### src/rtl/qwac_pkg.sv
// Shared types and default widths for the matrix-vector MAC engines.
package qwac_pkg;

  localparam int IN_BITS_DEF  = 8;
  localparam int OUT_BITS_DEF = 32;

  typedef enum logic [1:0] {
    IDLE = 2'd0,
    RUN  = 2'd1,
    DONE = 2'd2
  } mvm_state_t;

  typedef logic signed [IN_BITS_DEF-1:0]  in_elem_t;
  typedef logic signed [OUT_BITS_DEF-1:0] out_elem_t;

endpackage

### src/rtl/mat_vec_mac_engine_mac_unit.sv
// Combinational multiply-accumulate: sum = acc + a*b, all modulo 2^OUT_BITS.
module mac_unit #(
  parameter int IN_BITS  = 8,
  parameter int OUT_BITS = 32
) (
  input  logic signed [IN_BITS-1:0]  a,
  input  logic signed [OUT_BITS-1:0] b,
  input  logic        [OUT_BITS-1:0] acc,
  output logic        [OUT_BITS-1:0] sum
);

  logic [OUT_BITS-1:0] prod;

  // Only the low OUT_BITS of the product survive, so multiplying at OUT_BITS
  // width with a sign-extended gives the same truncated result as full width.
  assign prod = OUT_BITS'($signed(a) * $signed(b));
  assign sum  = acc + prod;

endmodule

### src/rtl/mat_vec_mac_engine.sv
// Sequential matrix-vector multiply: one MAC per clock over TE vectors,
// results held under valid/ready until the consumer takes them.
import qwac_pkg::*;

module mat_vec_mac_engine #(
  parameter int VEC_LEN  = 4,
  parameter int MAT_R    = 8,
  parameter int TE       = 1,
  parameter int IN_BITS  = IN_BITS_DEF,
  parameter int OUT_BITS = OUT_BITS_DEF
) (
  input  logic                                            clock,
  input  logic                                            reset,
  input  logic                                            start,
  output logic                                            in_ready,
  input  logic signed [TE-1:0][VEC_LEN-1:0][IN_BITS-1:0]  in_vector,
  input  logic signed [MAT_R-1:0][VEC_LEN-1:0][OUT_BITS-1:0] mat,
  output logic signed [TE-1:0][MAT_R-1:0][OUT_BITS-1:0]   out_vecs,
  output logic                                            out_valid,
  input  logic                                            out_ready,
  output logic                                            busy
);

  localparam int TW = (TE > 1)      ? $clog2(TE)      : 1;
  localparam int RW = (MAT_R > 1)   ? $clog2(MAT_R)   : 1;
  localparam int CW = (VEC_LEN > 1) ? $clog2(VEC_LEN) : 1;

  localparam logic [TW-1:0] T_LAST = TW'(TE - 1);
  localparam logic [RW-1:0] R_LAST = RW'(MAT_R - 1);
  localparam logic [CW-1:0] C_LAST = CW'(VEC_LEN - 1);

  mvm_state_t state_q, state_d;
  logic [TW-1:0] t_q, t_d;
  logic [RW-1:0] r_q, r_d;
  logic [CW-1:0] c_q, c_d;
  logic [OUT_BITS-1:0] acc_q, acc_d;
  logic [TE-1:0][VEC_LEN-1:0][IN_BITS-1:0]     vec_q, vec_d;
  logic [MAT_R-1:0][VEC_LEN-1:0][OUT_BITS-1:0] mat_q, mat_d;
  logic [TE-1:0][MAT_R-1:0][OUT_BITS-1:0]      out_q, out_d;
  logic [OUT_BITS-1:0] mac_sum;

  mac_unit #(
    .IN_BITS  (IN_BITS),
    .OUT_BITS (OUT_BITS)
  ) u_mac (
    .a   (vec_q[t_q][c_q]),
    .b   (mat_q[r_q][c_q]),
    .acc (acc_q),
    .sum (mac_sum)
  );

  always_comb begin
    state_d = state_q;
    t_d     = t_q;
    r_d     = r_q;
    c_d     = c_q;
    acc_d   = acc_q;
    vec_d   = vec_q;
    mat_d   = mat_q;
    out_d   = out_q;
    case (state_q)
      IDLE: begin
        if (start) begin
          vec_d   = in_vector;
          mat_d   = mat;
          acc_d   = '0;
          t_d     = '0;
          r_d     = '0;
          c_d     = '0;
          state_d = RUN;
        end
      end
      RUN: begin
        if (c_q != C_LAST) begin
          acc_d = mac_sum;
          c_d   = c_q + 1'b1;
        end else begin
          out_d[t_q][r_q] = mac_sum;
          acc_d = '0;
          c_d   = '0;
          if (r_q != R_LAST) begin
            r_d = r_q + 1'b1;
          end else begin
            r_d = '0;
            // t is left at its last value on completion; the next accept clears it.
            if (t_q != T_LAST) t_d = t_q + 1'b1;
            else               state_d = DONE;
          end
        end
      end
      DONE: begin
        if (out_ready) state_d = IDLE;
      end
      default: state_d = IDLE;
    endcase
  end

  always_ff @(posedge clock or posedge reset) begin
    if (reset) begin
      state_q <= IDLE;
      t_q     <= '0;
      r_q     <= '0;
      c_q     <= '0;
      acc_q   <= '0;
      vec_q   <= '0;
      mat_q   <= '0;
      out_q   <= '0;
    end else begin
      state_q <= state_d;
      t_q     <= t_d;
      r_q     <= r_d;
      c_q     <= c_d;
      acc_q   <= acc_d;
      vec_q   <= vec_d;
      mat_q   <= mat_d;
      out_q   <= out_d;
    end
  end

  assign in_ready  = (state_q == IDLE);
  assign busy      = (state_q != IDLE);
  assign out_valid = (state_q == DONE);
  assign out_vecs  = out_q;

endmodule
### config.mk
export PLATFORM = sky130hd
export DESIGN_NAME = mat_vec_mac_engine
export DESIGN_NICKNAME = d
export VERILOG_FILES = /design/src/rtl/qwac_pkg.sv /design/src/rtl/mat_vec_mac_engine_mac_unit.sv /design/src/rtl/mat_vec_mac_engine.sv
export SDC_FILE = /design/constraint.sdc
export NUM_CORES = 2
export LEC_CHECK = 0
export ABC_AREA = 0
export CAP_MARGIN = 20
export CORE_AREA = 2 2 512 514
export CTS_CLUSTER_DIAMETER = 30
export CTS_CLUSTER_SIZE = 8
export DETAILED_ROUTE_END_ITERATION = 16
export DIE_AREA = 0 0 514 516
export HOLD_SLACK_MARGIN = 0.15
export RECOVER_POWER = 100
export SLEW_MARGIN = 40
export SYNTH_ARGS = -nofsm -noshare
export SYNTH_HDL_FRONTEND = slang
export SYNTH_HIERARCHICAL = 1
export SYNTH_SLANG_ARGS = --single-unit
### constraint.sdc
create_clock -name clock -period 68.5 [get_ports clock]
set_clock_uncertainty 0.2 [all_clocks]
set_input_delay 13.7 -clock clock [delete_from_list [all_inputs] [get_ports clock]]
set_output_delay 13.7 -clock clock [all_outputs]
set_load 0.02 [all_outputs]
==> results.json <==
{
  "clock-sinks": 1351,
  "drtIter0Drc": 3623,
  "grt_overflow": 0,
  "h-tree-depth": 5,
  "grt_pass1_vias": 52397,
  "postCtsHoldBufs": 0,
  "ys_seq_area_share_pct": 51.1,
  "rsz0062_at_grt": "false",
  "initial_core_util_pct": 25.5,
  "synthArstFlopShare_pct": 100,
  "yosysWarnings": 6,
  "std_cell_rows": 187,
  "ys.flop_type": "dfrtp_1",
  "syn-num-nets": 6115,
  "fill_cells": 24744,
  "ys_top_cells_by_area": "dfrtp_1, mux2_1, mux2_2",
  "gp_congestion": 0.870,
  "fp.dieW_um": 514,
  "fin_cells": 10075,
  "synth_top_cell_area_share_pct": 51.1,
  "die-area_mm2": 0.265,
  "max_freq_mhz": 29.7,
  "postLayoutCoreUtil_pct": 36.9,
  "dr.pass1.iters": 6,
  "critPathRequiredTime_ns": 67.97,
  "setup_tns_ns": 0,
  "routed_wl_mm": 325,
  "critPathCaptureType": "asynchronous set/reset pin",
  "syn_area_mm2": 0.0662,
  "clockBufferDepth": 4,
  "mostFrequentLayoutCell": "dfrtp_1",
  "drc": 0,
  "min_period_ns": 33.66,
  "yosys_register_bits": 1351,
  "hold_class": "reg -> reg",
  "layout-drive-gt1-share_pct": 21.0,
  "multiInputGateArea_mm2": 0.0304,
  "synth_edf_count": 0,
  "critPathArrivalTime_ns": 33.13,
  "worst_pin_slew_ns": 6.07,
  "syn_to_final_growth_pct": 44.7,
  "numPortBuffers": 1318,
  "reg2reg_slack_ns": 48.28,
  "post-cts-setup-buffer-count": 0,
  "synthCells": 4798,
  "root_buffer": "clkbuf_16",
  "synth_area_per_cell_um2": 13.8,
  "grt_pass1_wl_mm": 437,
  "regArea_mm2": 0.0338,
  "crit_buf_inv": 7,
  "clk_pin_slew_worst_paths_ns": 0.04,
  "cpPeakStageDelay_ns": 3.92,
  "layout_common_cells": "dfrtp_1, clkdlybuf4s50_1, mux2_1",
  "critPathSlowestCell": "clkbuf_1",
  "antenna_found_initial": 164,
  "ant_nets": 0,
  "design.core.area_mm2": 0.259,
  "violations": "capacitance limit, slew limit",
  "place_inst": 9355,
  "numCtsBuffers": 344,
  "crit_chain": "dlygate4sd3_1 -> clkinvlp_2 -> clkbuf_1 -> clkbuf_1 -> clkbuf_1 -> clkbuf_1 -> clkbuf_1",
  "grt_usage_pct": 23.8,
  "setup_viol": 0,
  "crit_top_cell": "clkbuf_1",
  "hpwl_mm": 248,
  "fin_nets": 7619,
  "cts_tree": "yes",
  "drt-vias-per-instance": 4.92,
  "finalHoldViolCount": 0,
  "crit_fanout": 102,
  "slew_headroom_pct": -304,
  "final.period_utilization_pct": 49.1,
  "grt_max_degree": 136,
  "cts_resized": 0,
  "via_count": 49597,
  "finalMaxSlewViolations": 2664,
  "die_h_um": 516,
  "synth_cell_type_count": 77,
  "yosys.area.top_type": "dfrtp_1",
  "worstSkewPairLatency_ns": 0.91,
  "holdWs_ns": 0.276,
  "io_pins": 1319,
  "status": "finished, violations left",
  "start_kind": "primary input",
  "post_drt_wl_per_cell_um": 32.3,
  "cp_top_family": "buffers and inverters",
  "crit_type": "in -> async",
  "max-cap-violations": 44
}
## cells in the mapped netlist, types with 95 or more instances
library cell and number:
fa_1 187, mux2_2 568, and2_1 130, inv_1 141, a21oi_1 95, a221oi_1 142, nand2_1 146, nor2_1 98
dfrtp_1 1351, buf_2 186, mux2_1 856, o21ai_0 95, mux2i_1 107
## area by class of cell
type | count | share of cell area (%)
Multi-Input combinational cell | 2973 | 31.7
Clock inverter | 180 | 2.69
Clock buffer | 446 | 10.1
Timing Repair Buffer | 1488 | 14.9
Inverter | 144 | 0.579
Tap cell | 3402 | 4.44
Sequential cell | 1351 | 35.3
Antenna cell | 91 | 0.238
## routing by layer
metal	routed length, um	vias to the layer above	share of wire (%)	global-route usage, %
met1	132000	26044	40	29.6
met2	151000	2188	47	38.0
li1	-	20690	-	-
met4	16600	66	5.1	12.4
met5	424	-	0.13	0
met3	25200	609	7.8	6.20
## sequential cells by signal, summed over array words and instances, names as in the netlist
| register | count |
|---|---|
| acc_q | 32 |
| c_q | 2 |
| mat_q | 1024 |
| out_vecs | 256 |
| r_q | 3 |
| state_q | 2 |
| vec_q | 32 |
## stage by stage
stage | area, um^2 | worst slack, ns
after global routing | 95700 | 31.09
after CTS | 96100 | 51.28
after detailed placement | 83800 | 50.31
final | 95800 | 34.84
after global placement | 83300 | 50.25
after floorplan | 66200 | 16.51
## worst paths after layout
check	from	endpoint	cells past startpoint
min in group asynchronous	reset	mat_q[482]	2
max in group clock	start	mat_q[871]	7
worst max register to register	r_q[0]	out_vecs[63]	25
worst min-delay path	mat_q[518]	mat_q[518]	1
worst min register to register	mat_q[518]	mat_q[518]	1
worst max-delay path	reset	vec_q[0]	7
## cells by family (layout without fill, tap and decap cells)
logic type | Yosys count | count (layout) | share of synthesized area (%)
buf+inv | 474 | 2258 | 3.56
xor+xnor | 39 | 39 | 0.516
mux | 1564 | 1564 | 27.0
simple gates | 448 | 448 | 3.34
fa+ha+maj | 257 | 257 | 6.98
flops | 1351 | 1351 | 51.1
other cells | 0 | 91 | 0
compound gates | 665 | 665 | 7.56
Power is left out: the tool's default activity adds up to more than one toggle a clock period on the data nets, which glitch-free logic cannot reach.
